<file path="src/rtl/mdu_ctrl.sv">
// Multiply/divide sequencer: owns architectural HI/LO, drives the pipelined
// multiplier and iterative divider, and provides the MFHI/MFLO busy interlock.
module mdu_ctrl #(
  parameter int MUL_LAT = 1
) (
  input  logic        clk,
  input  logic        reset,
  input  logic        op_valid,
  input  logic [3:0]  op_code,
  input  logic [31:0] op_a,
  input  logic [31:0] op_b,
  input  logic        flush,
  output logic        busy,
  output logic        done,
  output logic [31:0] hi,
  output logic [31:0] lo,
  output logic        mul_start,
  output logic        mul_sign,
  output logic [31:0] mul_a,
  output logic [31:0] mul_b,
  input  logic [63:0] mul_result,
  output logic        div_start,
  output logic        div_sign,
  output logic [31:0] div_a,
  output logic [31:0] div_b,
  output logic        div_cancel,
  input  logic [31:0] div_quot,
  input  logic [31:0] div_rem,
  input  logic        div_done
);

  localparam int CW = (MUL_LAT > 1) ? $clog2(MUL_LAT + 1) : 1;

  typedef enum logic [1:0] {IDLE, MUL, ACC, DIV} state_t;

  state_t        r_state;
  logic [31:0]   r_hi, r_lo;
  logic [31:0]   r_a, r_b;
  logic          r_sign, r_acc, r_sub;
  logic [CW-1:0] r_cnt;
  logic [63:0]   r_prod;
  logic          r_mul_start, r_div_start, r_dz_done;

  logic w_is_mul, w_is_acc, w_is_sub, w_is_div, w_sign, w_mthi, w_mtlo;
  logic w_accept, w_wr_mul, w_wr_acc, w_wr_div;
  logic [63:0] w_acc_res;

  assign w_is_mul = op_code inside {4'd1, 4'd2, 4'd5, 4'd6, 4'd7, 4'd8};
  assign w_is_acc = op_code inside {4'd5, 4'd6, 4'd7, 4'd8};
  assign w_is_sub = op_code inside {4'd7, 4'd8};
  assign w_is_div = op_code inside {4'd3, 4'd4};
  assign w_sign   = op_code inside {4'd1, 4'd3, 4'd5, 4'd7};
  assign w_mthi   = (op_code == 4'd9);
  assign w_mtlo   = (op_code == 4'd10);

  assign busy     = (r_state != IDLE);
  assign w_accept = op_valid & ~busy & ~flush;

  // Write strobes are qualified by flush so a cancelled op never reports done.
  assign w_wr_mul = (r_state == MUL) && (r_cnt == '0) && !r_acc && !flush;
  assign w_wr_acc = (r_state == ACC) && !flush;
  assign w_wr_div = (r_state == DIV) && div_done && !flush;

  assign w_acc_res = r_sub ? ({r_hi, r_lo} - r_prod) : ({r_hi, r_lo} + r_prod);

  assign done       = w_wr_mul | w_wr_acc | w_wr_div | r_dz_done;
  assign div_cancel = (r_state == DIV) && flush;

  assign hi        = r_hi;
  assign lo        = r_lo;
  assign mul_start = r_mul_start;
  assign mul_sign  = r_sign;
  assign mul_a     = r_a;
  assign mul_b     = r_b;
  assign div_start = r_div_start;
  assign div_sign  = r_sign;
  assign div_a     = r_a;
  assign div_b     = r_b;

  always_ff @(posedge clk) begin
    if (reset) begin
      r_state     <= IDLE;
      r_hi        <= '0;
      r_lo        <= '0;
      r_a         <= '0;
      r_b         <= '0;
      r_sign      <= 1'b0;
      r_acc       <= 1'b0;
      r_sub       <= 1'b0;
      r_cnt       <= '0;
      r_prod      <= '0;
      r_mul_start <= 1'b0;
      r_div_start <= 1'b0;
      r_dz_done   <= 1'b0;
    end else begin
      r_mul_start <= 1'b0;
      r_div_start <= 1'b0;
      r_dz_done   <= 1'b0;
      case (r_state)
        IDLE: begin
          if (w_accept) begin
            if (w_is_mul || w_is_div) begin
              r_a    <= op_a;
              r_b    <= op_b;
              r_sign <= w_sign;
              r_acc  <= w_is_acc;
              r_sub  <= w_is_sub;
            end
            if (w_is_mul) begin
              r_state     <= MUL;
              r_mul_start <= 1'b1;
              r_cnt       <= CW'(MUL_LAT);
            end else if (w_is_div) begin
              // Divide by zero completes immediately without touching HI/LO.
              if (op_b == 32'd0) r_dz_done <= 1'b1;
              else begin
                r_state     <= DIV;
                r_div_start <= 1'b1;
              end
            end else if (w_mthi) begin
              r_hi <= op_a;
            end else if (w_mtlo) begin
              r_lo <= op_a;
            end
          end
        end
        MUL: begin
          if (flush) r_state <= IDLE;
          else if (r_cnt == '0) begin
            if (r_acc) begin
              r_prod  <= mul_result;
              r_state <= ACC;
            end else begin
              {r_hi, r_lo} <= mul_result;
              r_state      <= IDLE;
            end
          end else begin
            r_cnt <= r_cnt - CW'(1);
          end
        end
        ACC: begin
          r_state <= IDLE;
          if (!flush) {r_hi, r_lo} <= w_acc_res;
        end
        DIV: begin
          if (flush) r_state <= IDLE;
          else if (div_done) begin
            r_lo    <= div_quot;
            r_hi    <= div_rem;
            r_state <= IDLE;
          end
        end
        default: r_state <= IDLE;
      endcase
    end
  end

endmodule

</file>
<file path="config.mk">
export PLATFORM = sky130hd
export DESIGN_NAME = mdu_ctrl
export DESIGN_NICKNAME = d
export VERILOG_FILES = /design/src/rtl/mdu_ctrl.sv
export SDC_FILE = /design/constraint.sdc
export NUM_CORES = 1
export LEC_CHECK = 0
export ABC_AREA = 0
export ABC_CLOCK_PERIOD_IN_PS = 9600
export BUFFER_PORTS_ARGS = -buffer_cell sky130_fd_sc_hd__clkbuf_2
export CAP_MARGIN = 15
export CORE_MARGIN = 4
export CORE_UTILIZATION = 30
export CTS_BUF_LIST = sky130_fd_sc_hd__clkbuf_4 sky130_fd_sc_hd__clkbuf_8
export CTS_CLUSTER_DIAMETER = 100
export CTS_CLUSTER_SIZE = 30
export DETAILED_ROUTE_END_ITERATION = 16
export PLACE_DENSITY = 0.5
export SYNTH_ARGS = -nofsm -noshare
export SYNTH_HDL_FRONTEND = slang
export SYNTH_SLANG_ARGS = --single-unit
</file>
<file path="constraint.sdc">
create_clock -name clk -period 9.6 [get_ports clk]
set_clock_uncertainty 0.2 [all_clocks]
set_input_delay 1.44 -clock clk [delete_from_list [all_inputs] [get_ports clk]]
set_output_delay 1.44 -clock clk [all_outputs]
set_load 0.03 [all_outputs]
</file>
---- After elaboration in Yosys (flattened, before gate mapping) ----
Index checks and enable logic that the tools add are counted.
operators by class
  add/sub/neg operators ................... 3
  equal/unequal tests ..................... 30
  multiplexer cells ....................... 42
  bitwise gates (word level) .............. 11
  reduce and logical (&&, ||, !) cells .... 27
operators by type and width
  operator                                                         count
  32-bit 2-to-1 mux                                                21
  32-bit case mux with 4 select lines                              2
  64-bit adder                                                     1
  64-bit 2-to-1 mux                                                1
  64-bit subtractor                                                1
  32-bit zero test                                                 1
  2-bit != test, second input constant                             13
  2-bit 2-to-1 mux                                                 9
  4-bit by 3-bit == test with 1-bit output, second input constant  4
  4-bit == test, second input constant                             3
  3-bit != test, second input constant                             4
  11-bit AND reduction                                             1
  10-bit AND reduction                                             1
  4-bit by 2-bit == test with 1-bit output, second input constant  2
  2-bit case mux with 4 select lines                               1
  4-bit AND reduction                                              2
  2-bit nonzero test                                               4
  4-bit nonzero test                                               2
  1-bit logical AND                                                7
  1-bit 2-to-1 mux                                                 7
  1-bit inverter                                                   6
  6-bit nonzero test                                               1
  5-bit AND reduction                                              1
  5-bit OR reduction                                               1
  other kinds (12)                                                 17
word-level totals
  register bits after elaboration ......... 201
  bits of input ports ..................... 201
  output and inout bits ................... 199
  logic and storage cells ................. 126

---- Depth between registers and ports, before layout ----
Gate-level depths: netlist of run 1.
  depth after elaboration ................. 7
  mapped depth ............................ 24
  gate-level depth less buffers ........... 23

---- Worst setup path after synthesis of run 1 ----
Ideal clock, no wire load.
  path kind ............................... reg-to-reg
  from .................................... register r_prod[28]
  to ...................................... register r_hi[27], in the netlist hi[27]
  setup time .............................. 142 ps
  data arrival time ....................... 4783 ps
  required time ........................... 9258 ps
  setup slack ............................. 4475 ps
  stages on the path, launching flop included .. 20
  path buffers ............................ 1
  period minus slack after synthesis ...... 5125 ps
  cells stage by stage .................... dfxtp_1 or4_4 or3_4 or3_4 nor3_4 nor3b_4 a21oi_1 xnor2_1 ha_1 clkbuf_1 a211oi_1 o21bai_1 o311ai_0 nand2_1 or3_1 a41oi_1 nand2_1 a31oi_1 mux2i_1 a311oi_1
between the ends
  word-level cells in the longest chain between the ends .. 4
  elaborated cells on any way between the ends .. 5
  those cells by class .................... add/sub: 2; mux: 3
ends and longest elaborated chain
  item                                               line  text
  start: declaration                                 41    logic [63:0] r_prod;
  start signal: assignment                           131   r_prod <= mul_result;
  64-bit adder or 64-bit subtractor (tied branches)  64    assign w_acc_res = r_sub ? ({r_hi, r_lo} - r_prod) : ({r_hi, r_lo} + r_prod);
  64-bit 2-to-1 mux (*)                              64
  32-bit 2-to-1 mux (*)                              143   if (!flush) {r_hi, r_lo} <= w_acc_res;
  32-bit case mux with 4 select lines (*)            99    case (r_state)
  end signal: assignment                             121   r_hi <= op_a;
  end signal: assignment                             143
  end signal: assignment                             149   r_hi <= div_rem;
  end: declaration                                   37    logic [31:0] r_hi, r_lo;
Mark *: on every way between the ends. The rest lies on a longest branch, timed or not. The select of a mux whose other input is x is not followed.
A chain may end at the register's enable or synchronous reset.

---- Final worst setup path of run 1 ----
  from .................................... register r_prod[2]
  to ...................................... register r_hi[27], in the netlist hi[27]
The elaborated chain is that of the path after synthesis.

==> flow_metrics.tcl, run 1 <==
set metrics [dict create \
    grt_max_degree 78 \
    hold_depth 2 \
    viasPerCell 5.45 \
    outcome "finished clean" \
    n_fill_cell 5158 \
    syn_area_sq_um 14500 \
    drv_cap 0 \
    crit_arrival_ns 6.58 \
    min_from "div_a[17]" \
    row_count 80 \
    cts_max_level 1 \
    yosys_warnings 0 \
    grt_pass1_vias 14400 \
    drv_slew 0 \
    final_util_pct 35.2 \
    synth-edff-count 0 \
    hp-class "reg -> reg" \
    io_pins 400 \
    hpwl_mm 51.6 \
    max_slew_margin_pct 24.6 \
    layout_setup_ws_ns 3.26 \
    worstSkewPairLatency_ns 0.63 \
    clock-root-buffer "clkbuf_8" \
    reg2reg_slack_ns 3.26 \
    wl_per_cell_um 23.5 \
    cpMostUsedCell "nand2_1" \
    syn_to_final_growth_pct 16.1 \
    multi_input_area_sq_um 9370 \
    cts_sinks 201 \
    overflow 0 \
    dieArea_sq_um 51800 \
    die_w_um 228 \
    holdWs_ns 0.282 \
    p_total_mw 2.86 \
    grt_antenna_before_repair 11 \
    wl_mm 66.9 \
    tritoncts "done" \
    r2r-start "r_prod[2]" \
    clk_pin_slew_ns 0.19 \
    critPathCaptureType "flop" \
    cts_buffers 15 \
    seq_area_sq_um 4030 \
    final_cell_mix "398 x clkbuf_2, 370 x nand2_1, 300 x a21oi_1, 198 x dfxtp_1, 173 x nor2_1" \
    layout_commonest_cell "clkbuf_2" \
    cp_cell_sequence "nor4_1, nor4b_2, nand3_1, nor3_4, nand2_1, nor2_1, a31oi_1, xnor2_1, ha_1, o21ai_0, o21bai_1, o311ai_0, nand2_1, or3_1, a41oi_1, nand2_1, a31oi_1, mux2i_1, a311oi_1" \
    cp-start-kind "flop" \
    core_sq_um 47600 \
    initial_core_util_pct 30.4 \
    drc 0 \
    fin_nets 2484 \
    slowest_delay_ns 0.54 \
    hold_violations 0 \
    cts_setup_buffers 0 \
    crit_fanout 7 \
    postCtsHoldBufs 0 \
    slowest_stage "nor4b_2" \
    synth-main-ff-cell "dfxtp_1" \
    yosysSeqAreaShare_pct 27.8 \
    grt_setup_unrepaired "no" \
    fin_setup_tns_ns 0 \
    r2r-end "hi[27]" \
    dr_total_vias 15500 \
    avgSynthCellArea_sq_um 7.33 \
    power_density_nw_per_um2 170 \
    fin_crit_ns 6.34 \
    drive_gt1_share_pct 22.6 \
    cts_buffer_depth 3 \
    criticalPathCategory "reg -> reg" \
    grt_use_total_pct 24.3 \
    port_buffers 399 \
    p_leak_nw 6.92 \
    worstMarginPinSlew_ns 1.13 \
    fin_crit_sh_pct 66.1 \
    ir_drop_uv 99.5 \
    gp_congestion 0.946 \
    drt-pass1-iter-count 7 \
    grt_pass1_wl_mm 94.6 \
    drtAntennaViolNets 0 \
    async_reset_ff_share_pct 0 \
    ys_seq_elements 201 \
    required_ns 9.84 \
    reg2reg_depth 19 \
    dpl_worst_slack_ns 3.51 \
    drt-initial-drc-count 1189 \
    setup_viol 0 \
    hold_end "div_a[17]" \
    fmax_mhz 158 \
    syn_nets 2238 \
    die_y_um 228 \
    synth_cell_types 87 \
    ctsResizeCount 0 \
    synthCells 1972 \
]
==> per-stage QoR <==
step	cells	cell area (sq um)
floorplan	1972	14500
global placement	2816	16400
detailed placement	2816	16400
CTS	2840	16800
global route	2840	16800
finish	2845	16800
==> layer usage <==
metal	wire, um	share of wire [%]	GRT usage [%]
met1	29400	44	34.0
met2	31100	47	40.1
met3	4740	7.1	3.57
met4	1540	2.3	4.70
met5	52	0.078	0
==> synthesized netlist by cell type (6+ instances only) <==
master     number  share of area, %
a2111oi_0      14              0.85
nor4_1         22              0.95
o21a_1          9              0.47
nand4_1        19              0.82
o21bai_1       11              0.57
a211o_1         6              0.36
a21o_1         20               1.0
or2_2           6              0.26
o211ai_1        8              0.42
and3_1          9              0.39
xnor2_1        95               5.8
nor2_1        174               4.5
nor2b_1        32               1.4
xor2_1         15              0.91
nor3_1         44               1.5
ha_1           64               5.5
dfxtp_1       201                28
nand3_1        16              0.55
nand2_1       371               9.6
a311oi_1        8              0.48
clkbuf_1      100               2.6
a21oi_1       300                10
mux2i_1        13              0.90
a31oi_1        17              0.74
mux4_2         15               2.3
o21ai_0        74               2.6
buf_1           9              0.23
buf_4          65               3.4
a211oi_1       50               2.6
or3_1           6              0.26
and2_1          6              0.26
inv_1          41               1.1
nand2b_1       14              0.61
==> kinds of logic (layout without fill, tap and decap cells) <==
| logic type | Yosys count | after routing | synth area share [%] |
|---|---|---|---|
| other | 0 | 5 | 0 |
| XOR/XNOR | 111 | 111 | 6.77 |
| buffers and inverters | 223 | 476 | 7.67 |
| multiplexers | 33 | 33 | 3.63 |
| AND/OR/NAND/NOR | 759 | 759 | 24.0 |
| adder cells (fa/ha/maj) | 65 | 65 | 5.68 |
| AO/OA/AOI/OAI | 580 | 580 | 24.4 |
| flip-flops | 201 | 201 | 27.8 |
==> sequential cells by signal (all words and copies together) (netlist names), 2 cells and up <==
signal and cells:
div_a 32, div_b 32, hi 32, lo 32, r_prod 64, r_state 2
==> worst max-delay path by stage <==
| stage | startpoint | to |
|---|---|---|
| after floorplan | r_prod[28] | hi[27] |
| after global placement | r_prod[2] | hi[27] |
| after detailed placement | r_prod[2] | hi[27] |
| after CTS | r_prod[2] | hi[27] |
| after global routing | r_prod[2] | hi[27] |
| final | r_prod[2] | hi[27] |
==> cell type report <==
type,instances,area share (%)
antenna,5,0.0745
sequential,201,24.0
clock buffer,15,1.23
timing repair buffer,411,12.5
inverter,41,0.917
clock inverter,9,0.902
multi-input combinational,1548,55.8
tap,615,4.58
==> worst max-delay path: cells and delay by family, from the launching register on <==
family	cells	cell delay [ns]
simple gates	9	3.19
fa+ha+maj	1	0.37
mux	1	0.21
xor+xnor	1	0.15
flops	1	0.41
compound gates	7	1.62
==> power breakdown <==
part           total, mW  switching [mW]  internal [mW]
logic               1.38           0.875          0.505
clock network      0.583           0.399          0.184
registers          0.898          0.0393          0.859
Note: power is estimated with default switching activity, not from simulation.
==> inputs of run 2 (changes only) <==
--- a/config.mk
+++ b/config.mk
@@ -6,7 +6,7 @@
 export NUM_CORES = 1
 export LEC_CHECK = 0
 export ABC_AREA = 0
-export ABC_CLOCK_PERIOD_IN_PS = 9600
+export ABC_CLOCK_PERIOD_IN_PS = 5300
 export BUFFER_PORTS_ARGS = -buffer_cell sky130_fd_sc_hd__clkbuf_2
 export CAP_MARGIN = 15
 export CORE_MARGIN = 4
@@ -15,7 +15,7 @@
 export CTS_CLUSTER_DIAMETER = 100
 export CTS_CLUSTER_SIZE = 30
 export DETAILED_ROUTE_END_ITERATION = 16
-export PLACE_DENSITY = 0.5
+export PLACE_DENSITY = 0.52
 export SYNTH_ARGS = -nofsm -noshare
 export SYNTH_HDL_FRONTEND = slang
 export SYNTH_SLANG_ARGS = --single-unit
==> constraint.sdc (replaced) <==
create_clock -name clk -period 5.3 [get_ports clk]
set_clock_uncertainty 0.2 [all_clocks]
set_input_delay 0.795 -clock clk [delete_from_list [all_inputs] [get_ports clk]]
set_output_delay 0.795 -clock clk [all_outputs]
set_load 0.03 [all_outputs]
==> flow_metrics.tcl, run 2 (same netlist as run 1, synthesis figures left out) <==
set metrics [dict create \
    outcome "finished clean" \
    io_pins 400 \
    ir_drop_uv 143 \
    grt_setup_unrepaired "yes" \
    r2r-start "r_prod[28]" \
    required_ns 5.57 \
    drv_cap 0 \
    worstMarginPinSlew_ns 1.04 \
    drtAntennaViolNets 0 \
    criticalPathCategory "reg -> reg" \
    fin_setup_tns_ns 0 \
    initial_core_util_pct 30.4 \
    critPathCaptureType "flop" \
    min_from "op_a[4]" \
    cp-start-kind "flop" \
    drive_gt1_share_pct 27.6 \
    fin_crit_sh_pct 95.6 \
    hold_end "div_a[4]" \
    grt_antenna_before_repair 18 \
    setup_viol 0 \
    viasPerCell 5.40 \
    crit_fanout 3 \
    layout_commonest_cell "clkbuf_2" \
    clk_pin_slew_ns 0.17 \
    instances_no_fill 2972 \
    hpwl_mm 54.7 \
    clock-root-buffer "clkbuf_8" \
    p_int_mw 3.05 \
    p_clk_share_pct 17.5 \
    postCtsHoldBufs 0 \
    largest_reg_flops 64 \
    final_cell_mix "398 x clkbuf_2, 370 x nand2_1, 295 x a21oi_1, 198 x dfxtp_1, 173 x nor2_1" \
    wl_per_cell_um 23.2 \
    fin_nets 2608 \
    p_leak_nw 7.52 \
    power_switching_mw 2.41 \
    overflow 0 \
    fin_area_sq_um 17800 \
    port_buffers 399 \
    power_density_nw_per_um2 307 \
    placed_cell_area_sq_um 17300 \
    syn_to_final_growth_pct 23.0 \
    max_slew_margin_pct 30.7 \
    fmax_mhz 197 \
    die_y_um 228 \
    cp_cell_sequence "or4_4, or3_4, or3_4, nor3_4, nor3b_4, buf_4, a21oi_1, xnor2_1, ha_1, a211oi_2, o21bai_1, o311ai_1, nand2_1, buf_4, a41o_1, and4_1, o21ai_2, nand2_1, a31oi_1, mux2i_1, a311oi_1" \
    grt_use_total_pct 25.1 \
    cp-startpoint "r_prod[28]" \
    hp-class "in -> reg" \
    dieArea_sq_um 51800 \
    grt_max_degree 107 \
    drt-pass1-iter-count 5 \
    core_sq_um 47600 \
    die_w_um 228 \
    dr_total_vias 16000 \
    cts_buffer_depth 3 \
    cts_buffers 15 \
    row_count 80 \
    dpl.cell_count 2935 \
    reg2reg_depth 21 \
    r2r-end "hi[27]" \
    slowest_delay_ns 0.55 \
    drt-initial-drc-count 1214 \
    drv_slew 0 \
    layout_setup_ws_ns 0.234 \
    hold_violations 0 \
    grt_pass1_vias 15200 \
    p_total_mw 5.46 \
    seqPwrFrac_pct 29.8 \
    drc 0 \
    dpl_worst_slack_ns 0.0305 \
    gp_congestion 0.957 \
    cts_max_level 1 \
    regMostFlops "r_prod" \
    swShare_pct 44.1 \
    worstSkewPairLatency_ns 0.59 \
    wl_mm 69.0 \
    crit_arrival_ns 5.34 \
    fin_crit_ns 5.07 \
    hold_depth 3 \
    reg2reg_slack_ns 0.23 \
    grt_pass1_wl_mm 97.6 \
    pwr-share-comb_pct 52.8 \
    cts_sinks 201 \
    tritoncts "done" \
    slowest_stage "or4_4" \
]
-- run 2: changes by cell type in the layout (fill, tap and decap cells not counted), sizes merged --
cell	before	now
buf	13	137
clkinv	2	4
clkbuf	413	416
inv	48	44
clkinvlp	0	1
diode	5	6
-- run 2: worst max-delay path, delay by kind of cell (launching register included) --
family,cells,cell delay (ns)
XOR/XNOR,1,0.15
multiplexers,1,0.26
AND/OR/NAND/NOR,8,2.04
buffers and inverters,2,0.28
adder cells (fa/ha/maj),1,0.31
flip-flops,1,0.33
AO/OA/AOI/OAI,8,1.37
-- run 2: worst max-delay path by stage --
stage	to	slack, ns
2_1_floorplan	hi[27]	0.17
3_3_place_gp	hi[29]	0.15
3_5_place_dp	hi[30]	0.03
4_1_cts	hi[30]	0.07
5_1_grt	hi[29]	-0.10
6_report	hi[27]	0.23
-- run 2: through the flow --
stage,util [%],hold slack (ns)
floorplan,-,0.249
global placement,36.3,0.259
detailed placement,36.3,0.266
CTS,37.0,0.159
global route,37.3,0.181
finish,37.3,0.204
-- run 2: layer usage --
layer	vias up	share of wire [%]	GRT usage, %
met3	119	7.1	5.13
met4	20	4.2	9.55
met1	7686	43	33.6
li1	7657	-	-
met5	-	0.16	0
met2	556	45	39.8
-- run 2: cell type report --
cell class | count | area, sq um
Fill cell | 5176 | 29900
Tap cell | 615 | 769
Inverter | 41 | 154
Multi-Input combinational cell | 1548 | 9470
Clock inverter | 8 | 72.6
Sequential cell | 201 | 4030
Timing Repair Buffer | 535 | 3040
Antenna cell | 6 | 15.0
Clock buffer | 18 | 235
-- run 2: power groups by stage --
stage	Clock, mW	Combinational, mW	Sequential (mW)
2_1_floorplan	0	1.71	1.69
3_3_place_gp	0	2.80	1.66
3_5_place_dp	0	2.79	1.66
4_1_cts	0.983	2.81	1.62
5_1_grt	1.03	3.13	1.63
6_report	0.955	2.88	1.62
-- run 2: repair_timing --
action | CTS | global route
resized for setup | 1 | 26
pin swaps | 0 | 8
buffers inserted | 0 | 5
setup endpoints to repair | 1 | 17
